**src/rtl/rv_isa_pkg.sv**
```systemverilog
// Shared RV32I definitions: opcodes (common with the decoder), NOP word,
// encoder FSM state encodings and the {addr, word} buffer entry type.
package rv_isa_pkg;

    localparam int unsigned XLEN    = 32;
    localparam int unsigned REG_W   = 5;
    localparam int unsigned OP_W    = 7;
    localparam int unsigned F3_W    = 3;
    localparam int unsigned F7_W    = 7;
    localparam int unsigned STATE_W = 2;

    localparam logic [OP_W-1:0] OP_R      = 7'b0110011;
    localparam logic [OP_W-1:0] OP_IMM    = 7'b0010011;
    localparam logic [OP_W-1:0] OP_LOAD   = 7'b0000011;
    localparam logic [OP_W-1:0] OP_JALR   = 7'b1100111;
    localparam logic [OP_W-1:0] OP_STORE  = 7'b0100011;
    localparam logic [OP_W-1:0] OP_BRANCH = 7'b1100011;
    localparam logic [OP_W-1:0] OP_LUI    = 7'b0110111;
    localparam logic [OP_W-1:0] OP_AUIPC  = 7'b0010111;
    localparam logic [OP_W-1:0] OP_JAL    = 7'b1101111;

    localparam logic [XLEN-1:0] NOP_WORD = 32'h0000_0013;

    localparam logic [STATE_W-1:0] ST_IDLE   = 2'd0;
    localparam logic [STATE_W-1:0] ST_STREAM = 2'd1;
    localparam logic [STATE_W-1:0] ST_DONE   = 2'd2;

    typedef struct packed {
        logic [XLEN-1:0] addr;
        logic [XLEN-1:0] word;
    } imem_entry_t;

    // True when v is representable as a w-bit two's-complement value.
    function automatic logic fits_signed(input logic [XLEN-1:0] v, input int unsigned w);
        logic [XLEN-1:0] s;
        s = XLEN'($signed(v) >>> (w - 1));
        return (s == '0) || (s == '1);
    endfunction

endpackage

```
**src/rtl/instr_encoder_if.sv**
```systemverilog
// Field-bundle input stream and encoded-word output stream of instr_encoder.
//   master: field source / word sink (harness side)
//   slave : encoder side
interface instr_encoder_if;
    import rv_isa_pkg::*;

    logic                in_valid;
    logic                in_ready;
    logic [OP_W-1:0]     opcode_in;
    logic [REG_W-1:0]    rd_sel_in;
    logic [REG_W-1:0]    rs1_sel_in;
    logic [REG_W-1:0]    rs2_sel_in;
    logic [F3_W-1:0]     funct3_in;
    logic [F7_W-1:0]     funct7_in;
    logic [XLEN-1:0]     imm_value_in;
    logic [XLEN-1:0]     instr_out;
    logic [XLEN-1:0]     instr_addr_out;
    logic                instr_valid;
    logic                instr_ready;

    modport master (
        output in_valid, opcode_in, rd_sel_in, rs1_sel_in, rs2_sel_in,
               funct3_in, funct7_in, imm_value_in, instr_ready,
        input  in_ready, instr_out, instr_addr_out, instr_valid
    );

    modport slave (
        input  in_valid, opcode_in, rd_sel_in, rs1_sel_in, rs2_sel_in,
               funct3_in, funct7_in, imm_value_in, instr_ready,
        output in_ready, instr_out, instr_addr_out, instr_valid
    );

endinterface

```
**src/rtl/instr_fifo2.sv**
```systemverilog
// Two-entry {addr, word} FIFO. Entry 0 is always the head, so the head
// output is a register; it is cleared whenever the FIFO becomes empty.
//   clk, rst : clock, synchronous active-high reset
//   push, din: write strobe and entry (never pushed when count==2)
//   pop      : read strobe (never popped when count==0)
//   head     : oldest entry (zero when empty)
//   count    : occupancy 0..2
module instr_fifo2
    import rv_isa_pkg::*;
(
    input  logic        clk,
    input  logic        rst,
    input  logic        push,
    input  imem_entry_t din,
    input  logic        pop,
    output imem_entry_t head,
    output logic [1:0]  count
);

    imem_entry_t tail_q;

    // Shift-register style storage: tail moves into head on pop.
    always_ff @(posedge clk) begin
        if (rst) begin
            head   <= '0;
            tail_q <= '0;
            count  <= 2'd0;
        end else begin
            case ({push, pop})
                2'b10: begin
                    if (count == 2'd0) head <= din;
                    else               tail_q <= din;
                    count <= count + 2'd1;
                end
                2'b01: begin
                    head   <= (count == 2'd2) ? tail_q : '0;
                    tail_q <= '0;
                    count  <= count - 2'd1;
                end
                2'b11: begin
                    if (count == 2'd2) begin
                        head   <= tail_q;
                        tail_q <= din;
                    end else begin
                        head <= din;
                    end
                end
                default: ;
            endcase
        end
    end

endmodule

```
**src/rtl/instr_encoder.sv**
```systemverilog
// RV32I instruction encoder: packs field bundles into 32-bit words and
// streams them, tagged with their imem byte address, through a 2-entry
// buffer. Optional macro INSTR_ENCODER_RANGE_CHECK_EN turns out-of-range
// immediates into NOP + illegal_flag instead of silent truncation.
//   clk, rst     : clock, synchronous active-high reset
//   start        : one-cycle pulse opening a session (IDLE/DONE only)
//   bus          : field input stream and encoded word output stream
//   done         : session complete and buffer drained
//   illegal_flag : sticky per session; unsupported/invalid bundle seen
module instr_encoder
    import rv_isa_pkg::*;
#(
    parameter logic [XLEN-1:0] BASE_ADDR   = 32'h0000_0000,
    parameter int unsigned     DEPTH_WORDS = 256
) (
    input  logic            clk,
    input  logic            rst,
    input  logic            start,
    instr_encoder_if.slave  bus,
    output logic            done,
    output logic            illegal_flag
);

    localparam int unsigned CNT_W = $clog2(DEPTH_WORDS + 1);

    // Returns {bad, word}; bad bundles encode as NOP.
    function automatic logic [XLEN:0] encode(
        input logic [OP_W-1:0]  op,
        input logic [REG_W-1:0] rd,
        input logic [REG_W-1:0] rs1,
        input logic [REG_W-1:0] rs2,
        input logic [F3_W-1:0]  f3,
        input logic [F7_W-1:0]  f7,
        input logic [XLEN-1:0]  imm
    );
        logic [XLEN-1:0] w;
        logic            bad;
        w   = NOP_WORD;
        bad = 1'b0;
        case (op)
            OP_R: w = {f7, rs2, rs1, f3, rd, op};
            OP_IMM, OP_LOAD, OP_JALR: begin
                // Shift-immediate forms carry funct7 above a 5-bit shamt.
                if (op == OP_IMM && (f3 == 3'b001 || f3 == 3'b101))
                    w = {f7, imm[4:0], rs1, f3, rd, op};
                else
                    w = {imm[11:0], rs1, f3, rd, op};
`ifdef INSTR_ENCODER_RANGE_CHECK_EN
                bad = !fits_signed(imm, 12);
`endif
            end
            OP_STORE: begin
                w = {imm[11:5], rs2, rs1, f3, imm[4:0], op};
`ifdef INSTR_ENCODER_RANGE_CHECK_EN
                bad = !fits_signed(imm, 12);
`endif
            end
            OP_BRANCH: begin
                w = {imm[12], imm[10:5], rs2, rs1, f3, imm[4:1], imm[11], op};
`ifdef INSTR_ENCODER_RANGE_CHECK_EN
                bad = !fits_signed(imm, 13) || imm[0];
`endif
            end
            OP_LUI, OP_AUIPC: begin
                w = {imm[31:12], rd, op};
`ifdef INSTR_ENCODER_RANGE_CHECK_EN
                bad = (imm[11:0] != 12'd0);
`endif
            end
            OP_JAL: begin
                w = {imm[20], imm[10:1], imm[11], imm[19:12], rd, op};
`ifdef INSTR_ENCODER_RANGE_CHECK_EN
                bad = !fits_signed(imm, 21) || imm[0];
`endif
            end
            default: bad = 1'b1;
        endcase
        if (bad) w = NOP_WORD;
        return {bad, w};
    endfunction

    logic [STATE_W-1:0] state_q, state_nxt;
    logic [XLEN-1:0]    addr_q, addr_nxt;
    logic [CNT_W-1:0]   count_q, count_nxt;
    logic               illegal_nxt;
    logic               in_ready_q, in_ready_nxt;
    logic               done_nxt;
    logic [XLEN:0]      enc_c;
    logic [2:0]         occ_nxt;
    logic               accept_c;
    logic               pop_c;
    imem_entry_t        push_entry;
    imem_entry_t        head;
    logic [1:0]         fifo_count;

    assign accept_c = bus.in_valid && in_ready_q;
    assign pop_c    = bus.instr_valid && bus.instr_ready;

    // State register plus registered in_ready/done.
    always_ff @(posedge clk) begin
        if (rst) begin
            state_q      <= ST_IDLE;
            addr_q       <= BASE_ADDR;
            count_q      <= '0;
            illegal_flag <= 1'b0;
            in_ready_q   <= 1'b0;
            done         <= 1'b0;
        end else begin
            state_q      <= state_nxt;
            addr_q       <= addr_nxt;
            count_q      <= count_nxt;
            illegal_flag <= illegal_nxt;
            in_ready_q   <= in_ready_nxt;
            done         <= done_nxt;
        end
    end

    // Next-state, session counters and look-ahead handshake outputs.
    always_comb begin
        state_nxt   = state_q;
        addr_nxt    = addr_q;
        count_nxt   = count_q;
        illegal_nxt = illegal_flag;
        enc_c       = encode(bus.opcode_in, bus.rd_sel_in, bus.rs1_sel_in,
                             bus.rs2_sel_in, bus.funct3_in, bus.funct7_in,
                             bus.imm_value_in);
        push_entry  = '{addr: addr_q, word: enc_c[XLEN-1:0]};
        case (state_q)
            ST_IDLE, ST_DONE: begin
                if (start) begin
                    state_nxt   = ST_STREAM;
                    addr_nxt    = BASE_ADDR;
                    count_nxt   = '0;
                    illegal_nxt = 1'b0;
                end
            end
            ST_STREAM: begin
                if (accept_c) begin
                    addr_nxt    = addr_q + 32'd4;
                    count_nxt   = count_q + CNT_W'(1);
                    illegal_nxt = illegal_flag | enc_c[XLEN];
                    if (count_nxt == CNT_W'(DEPTH_WORDS)) state_nxt = ST_DONE;
                end
            end
            default: state_nxt = ST_IDLE;
        endcase
        occ_nxt      = 3'(fifo_count) + 3'(accept_c) - 3'(pop_c);
        in_ready_nxt = (state_nxt == ST_STREAM) && (occ_nxt < 3'd2);
        done_nxt     = (state_nxt == ST_DONE) && (occ_nxt == 3'd0);
    end

    instr_fifo2 u_fifo (
        .clk   (clk),
        .rst   (rst),
        .push  (accept_c),
        .din   (push_entry),
        .pop   (pop_c),
        .head  (head),
        .count (fifo_count)
    );

    assign bus.in_ready       = in_ready_q;
    assign bus.instr_valid    = (fifo_count != 2'd0);
    assign bus.instr_out      = head.word;
    assign bus.instr_addr_out = head.addr;

endmodule
```
**src/flat_wrapper.sv**
```systemverilog
// flat-port wrapper written by rule: the top's interface ports become plain ports
module instr_encoder_flat import rv_isa_pkg::*;
#(
    parameter logic [XLEN-1:0] BASE_ADDR   = 32'h0000_0000,
    parameter int unsigned     DEPTH_WORDS = 256
)
  (clk, rst, start, done, illegal_flag, bus_in_valid, bus_opcode_in, bus_rd_sel_in, bus_rs1_sel_in, bus_rs2_sel_in, bus_funct3_in, bus_funct7_in, bus_imm_value_in, bus_instr_ready, bus_in_ready, bus_instr_out, bus_instr_addr_out, bus_instr_valid);
  instr_encoder_if bus_i ();
  input  logic clk;
  input  logic rst;
  input  logic start;
  output logic done;
  output logic illegal_flag;
  input wire logic [$bits(bus_i.in_valid)-1:0] bus_in_valid;
  input wire logic [$bits(bus_i.opcode_in)-1:0] bus_opcode_in;
  input wire logic [$bits(bus_i.rd_sel_in)-1:0] bus_rd_sel_in;
  input wire logic [$bits(bus_i.rs1_sel_in)-1:0] bus_rs1_sel_in;
  input wire logic [$bits(bus_i.rs2_sel_in)-1:0] bus_rs2_sel_in;
  input wire logic [$bits(bus_i.funct3_in)-1:0] bus_funct3_in;
  input wire logic [$bits(bus_i.funct7_in)-1:0] bus_funct7_in;
  input wire logic [$bits(bus_i.imm_value_in)-1:0] bus_imm_value_in;
  input wire logic [$bits(bus_i.instr_ready)-1:0] bus_instr_ready;
  output wire logic [$bits(bus_i.in_ready)-1:0] bus_in_ready;
  output wire logic [$bits(bus_i.instr_out)-1:0] bus_instr_out;
  output wire logic [$bits(bus_i.instr_addr_out)-1:0] bus_instr_addr_out;
  output wire logic [$bits(bus_i.instr_valid)-1:0] bus_instr_valid;
  assign bus_i.in_valid = bus_in_valid;
  assign bus_i.opcode_in = bus_opcode_in;
  assign bus_i.rd_sel_in = bus_rd_sel_in;
  assign bus_i.rs1_sel_in = bus_rs1_sel_in;
  assign bus_i.rs2_sel_in = bus_rs2_sel_in;
  assign bus_i.funct3_in = bus_funct3_in;
  assign bus_i.funct7_in = bus_funct7_in;
  assign bus_i.imm_value_in = bus_imm_value_in;
  assign bus_i.instr_ready = bus_instr_ready;
  assign bus_in_ready = bus_i.in_ready;
  assign bus_instr_out = bus_i.instr_out;
  assign bus_instr_addr_out = bus_i.instr_addr_out;
  assign bus_instr_valid = bus_i.instr_valid;
  instr_encoder #(.BASE_ADDR(BASE_ADDR), .DEPTH_WORDS(DEPTH_WORDS)) u_core (.clk(clk), .rst(rst), .start(start), .bus(bus_i), .done(done), .illegal_flag(illegal_flag));
endmodule
```
**config.mk**
```make
export PLATFORM = sky130hd
export DESIGN_NAME = instr_encoder_flat
export DESIGN_NICKNAME = d
export VERILOG_FILES = /design/src/rtl/rv_isa_pkg.sv /design/src/rtl/instr_encoder_if.sv /design/src/rtl/instr_fifo2.sv /design/src/rtl/instr_encoder.sv /design/src/flat_wrapper.sv
export SDC_FILE = /design/constraint.sdc
export NUM_CORES = 1
export LEC_CHECK = 0
export CAP_MARGIN = 20
export CORE_MARGIN = 8
export CORE_UTILIZATION = 30
export DETAILED_ROUTE_END_ITERATION = 10
export GPL_ROUTABILITY_DRIVEN = 0
export GPL_TIMING_DRIVEN = 0
export PLACE_DENSITY = 0.52
export SKIP_LAST_GASP = 1
export SYNTH_ARGS = -nofsm -noshare
export SYNTH_HDL_FRONTEND = slang
export SYNTH_SLANG_ARGS = --single-unit
```
**constraint.sdc**
```tcl
create_clock -name clk -period 2.5 [get_ports clk]
set_clock_uncertainty 0.1 [all_clocks]
set_input_delay 0.25 -clock clk [delete_from_list [all_inputs] [get_ports clk]]
set_output_delay 0.25 -clock clk [all_outputs]
set_load 0.02 [all_outputs]
```
==> summary.md <==
| Metric | Value |
|---|---|
| Final net count | about 1,100 |
| Post-synth top area share | between 40 and 50% |
| Hold Vio Cnt, Final | 0 |
| Area growth syn-to-layout | 34.97% |
| #FFs+latches synth | approximately 170 |
| Internal | roughly 6300 uW |
| Post-Syn Area | ~7800 sq um |
| DR WL/cell | 19.57 microns |
| EDFF count, synth | 0 |
| Worst min-delay path category | in2reg |
| Slew @ Worst Pin | 0.8673 ns |
| Data required, critical path | 2.75 ns |
| Syn Inst Count | 913 |
| Critical path class | in2reg |
| Crit-path max cell delay | 0.66 ns |
| GR Util All Layers | 17.39% |
| Min Tclk post-route | 2.464 ns |
| Setup violators final | 0 |
| Vias post-DR | ~7,500 |
| End-of-flow core utilization | 40.80% |
| Crit path top cell by count | buf_4 |
| Sequential Power Share | 32.3% |
| Leak pwr | 0.003629 uW |
| CP arrival | 2.72 ns |
| Clk pwr share | 25.1% |
| Max stage delay cell, worst path | clkdlybuf4s50_1 |
| Antenna Cells | 0 |
| Max Cap Violations | 0 |
| Vias in the first global route | 7,421 |
| Commonest cells in the netlist | dfxtp_1 (172), nor2_1 (122), a21oi_1 (77) |
| Worst-path maximum fanout | 10 |
| Ys async rst share | 0% |
| WL met2 | 12.76 mm |
| I/O pins | 137 |
| Chip width | 177.4 microns |
| Switching pwr | 4154 uW |
| First-pass GRT wire length | 43.26 mm |
| Drt drc | 0 |
| Routed WL | 27.71 mm |
| Status | completed |
| Row count | 59 |
| GRT overflow | 0 |
| Initial DRC count | 534 |
| Fmax | 405.8 MHz |
| Switching Fraction | 39.59% |
| Pwr dens | 995.3 nW/um^2 |
| Slew headroom | between 40% and 50% |
| Most frequent cell after synthesis | dfxtp_1 |
| Clock transition at path regs | 0.07 ns |
| Mean post-synth cell area | 8.556 sq um |
| Combinational share of power | 42.6% |
| Post-synthesis cell type count | 76 |
| Post-route ant nets | 0 |
| Die ar. | 31,460 sq um |
| DIE HEIGHT | 177.4 microns |
| Starting density of the core | 30.23% |
| WL met1 | 13.29 mm |
| Hpwl dp | 20.07 mm |
| Yosys warning total | 0 |
| CTS Buffer Depth | 2 |
| Port-buffer cells | 133 |
| RSZ-0062 raised after global routing | true |
| Sequential share of the synthesized area | between 40% and 50% |
| VDD IR max | 550.4 uV |
| Largest cells by area after synthesis | dfxtp_1 (44%), nor2_1 (5.9%), a21oi_1 (4.9%), a221oi_1 (4.0%), nand3_1 (3.8%) |
| Area leader, netlist | dfxtp_1 |
| WL met3 | 1.315 mm |
| Post-route clock period utilization | 98.57% |
| CTS sink cnt | 172 |
| CP endpoint kind | register |
| Final Power | 10,490 uW |
| Total iterations of the first detailed-routing run | 5 |
| Largest net degree at the start of global routing | 17 |
| Crit-path cells | clkdlybuf4s50_1, o21ai_4, buf_4, ha_1, nor2b_1, o22ai_2, or4b_4, buf_8, buf_4, o2bb2ai_1 |
| CTS buffer count | 17 |
| CTS root buf | clkbuf_16 |
| Slew Limit Fails | 0 |
| Post-synth net total | about 990 |
| Core area | ~26,000 sq um |
| Worst-skew pair later-pin latency | 0.43 ns |
| # H-tree levels | 4 |
| Initial antenna violation count | 0 |
| Vias per inst | between 5 and 6 |
| CTS tree | built |
| Share of layout cells above drive strength 1 | 13.14% |
| Highest metal layer with signal wires | met4 |
| Startpoint Class | primary input |
| Ys flop type | dfxtp_1 |
==> power groups by stage <==
stage	Combinational, uW	Clock, uW	Sequential, uW
6_report	4470	2630	3390
4_1_cts	4450	2700	3390
2_1_floorplan	1970	0	3830
3_3_place_gp	4140	0	3430
5_1_grt	4830	2780	3450
3_5_place_dp	4140	0	3440
==> per-layer routing <==
| metal | vias up | global-route usage (%) |
|---|---|---|
| met1 | 3639 | 23.61 |
| met2 | 193 | 28.20 |
| li1 | 3682 | - |
| met5 | - | 0 |
| met4 | 0 | 4.377 |
| met3 | 18 | 2.936 |
==> critical path: cells and delay by family <==
kind	cells	cell delay [ns]
adders and majority gates	1	0.18
buffers and inverters	4	1.18
AOI/OAI and AO/OA	3	0.42
and+or+nand+nor	2	0.67
==> layout by cell type, fill, tap and decap left out, types with 22 or more instances in the layout <==
master             n
clkdlybuf4s50_1  132
a22oi_1           22
nand2_1           63
dfxtp_1          168
nor2_1           120
clkbuf_1          32
nand3_1           59
a21oi_1           77
xor2_1            23
nor3_1            44
==> state kept, by name, indices dropped and copies added (netlist names) <==
name                  count
u_core.done               1
u_core.bus.in_ready       1
u_core.illegal_flag       1
u_core.addr_q            30
u_core.count_q            9
u_core.state_q            2
u_core.u_fifo.count       2
u_core.u_fifo.head       63
u_core.u_fifo.tail_q     63
==> timing repair <==
action,in CTS,in global routing
setup buffers,6,2
pin swaps,2,3
hold buffers,0,0
gates resized for setup,71,23
setup endpoints to repair,120,107
==> final timing paths <==
path	from	end	slack (ns)	cells after the start
worst max-delay path	bus_instr_ready	u_core.u_fifo.tail_q[23]$_SDFFE_PP0P_	0.04	10
worst min-delay path	bus_opcode_in[4]	u_core.u_fifo.head[6]$_SDFFE_PP0P_	0.24	4
worst max register to register	u_core.u_fifo.count[0]$_SDFFE_PP0N_	u_core.u_fifo.tail_q[23]$_SDFFE_PP0P_	0.06	10
worst min register to register	u_core.u_fifo.tail_q[57]$_SDFFE_PP0P_	u_core.u_fifo.tail_q[57]$_SDFFE_PP0P_	0.35	2
==> cell families (layout without fill, tap and decap cells) <==
logic type	Yosys count	after routing	share of synthesized area, %
AOI/OAI and AO/OA	249	249	23.32
muxes	2	2	0.2883
and+or+nand+nor	363	363	22.46
xor gates and xnor gates	32	32	3.588
buffers and inverters	86	254	4.725
adders and majority gates	9	9	1.538
DFF	172	172	44.08
==> per-stage QoR <==
step	setup TNS [ns]	setup slack [ns]	instances	area (sq um)	hold WS, ns
2_1_floorplan	0	0.03946	913	7811	0.2879
4_1_cts	-0.006094	-0.006094	1414	10460	0.2093
3_5_place_dp	-97.52	-1.146	1381	9562	0.3428
3_3_place_gp	-91.57	-0.9910	1381	9562	0.3382
5_1_grt	-0.2284	-0.03211	1416	10540	0.2732
6_report	0	0.03576	1416	10540	0.2359
==> layout make-up <==
| cell class | count | area [sq um] |
|---|---|---|
| Buffer | 74 | 400.4 |
| Clock buffer | 18 | 439.2 |
| Clock inverter | 12 | 127.6 |
| Fill cell | 2643 | 15290 |
| Inverter | 9 | 35.03 |
| Multi-Input combinational cell | 655 | 4264 |
| Sequential cell | 172 | 3451 |
| Tap cell | 335 | 419.2 |
| Timing Repair Buffer | 141 | 1406 |
(Power assumes the default switching activity.)
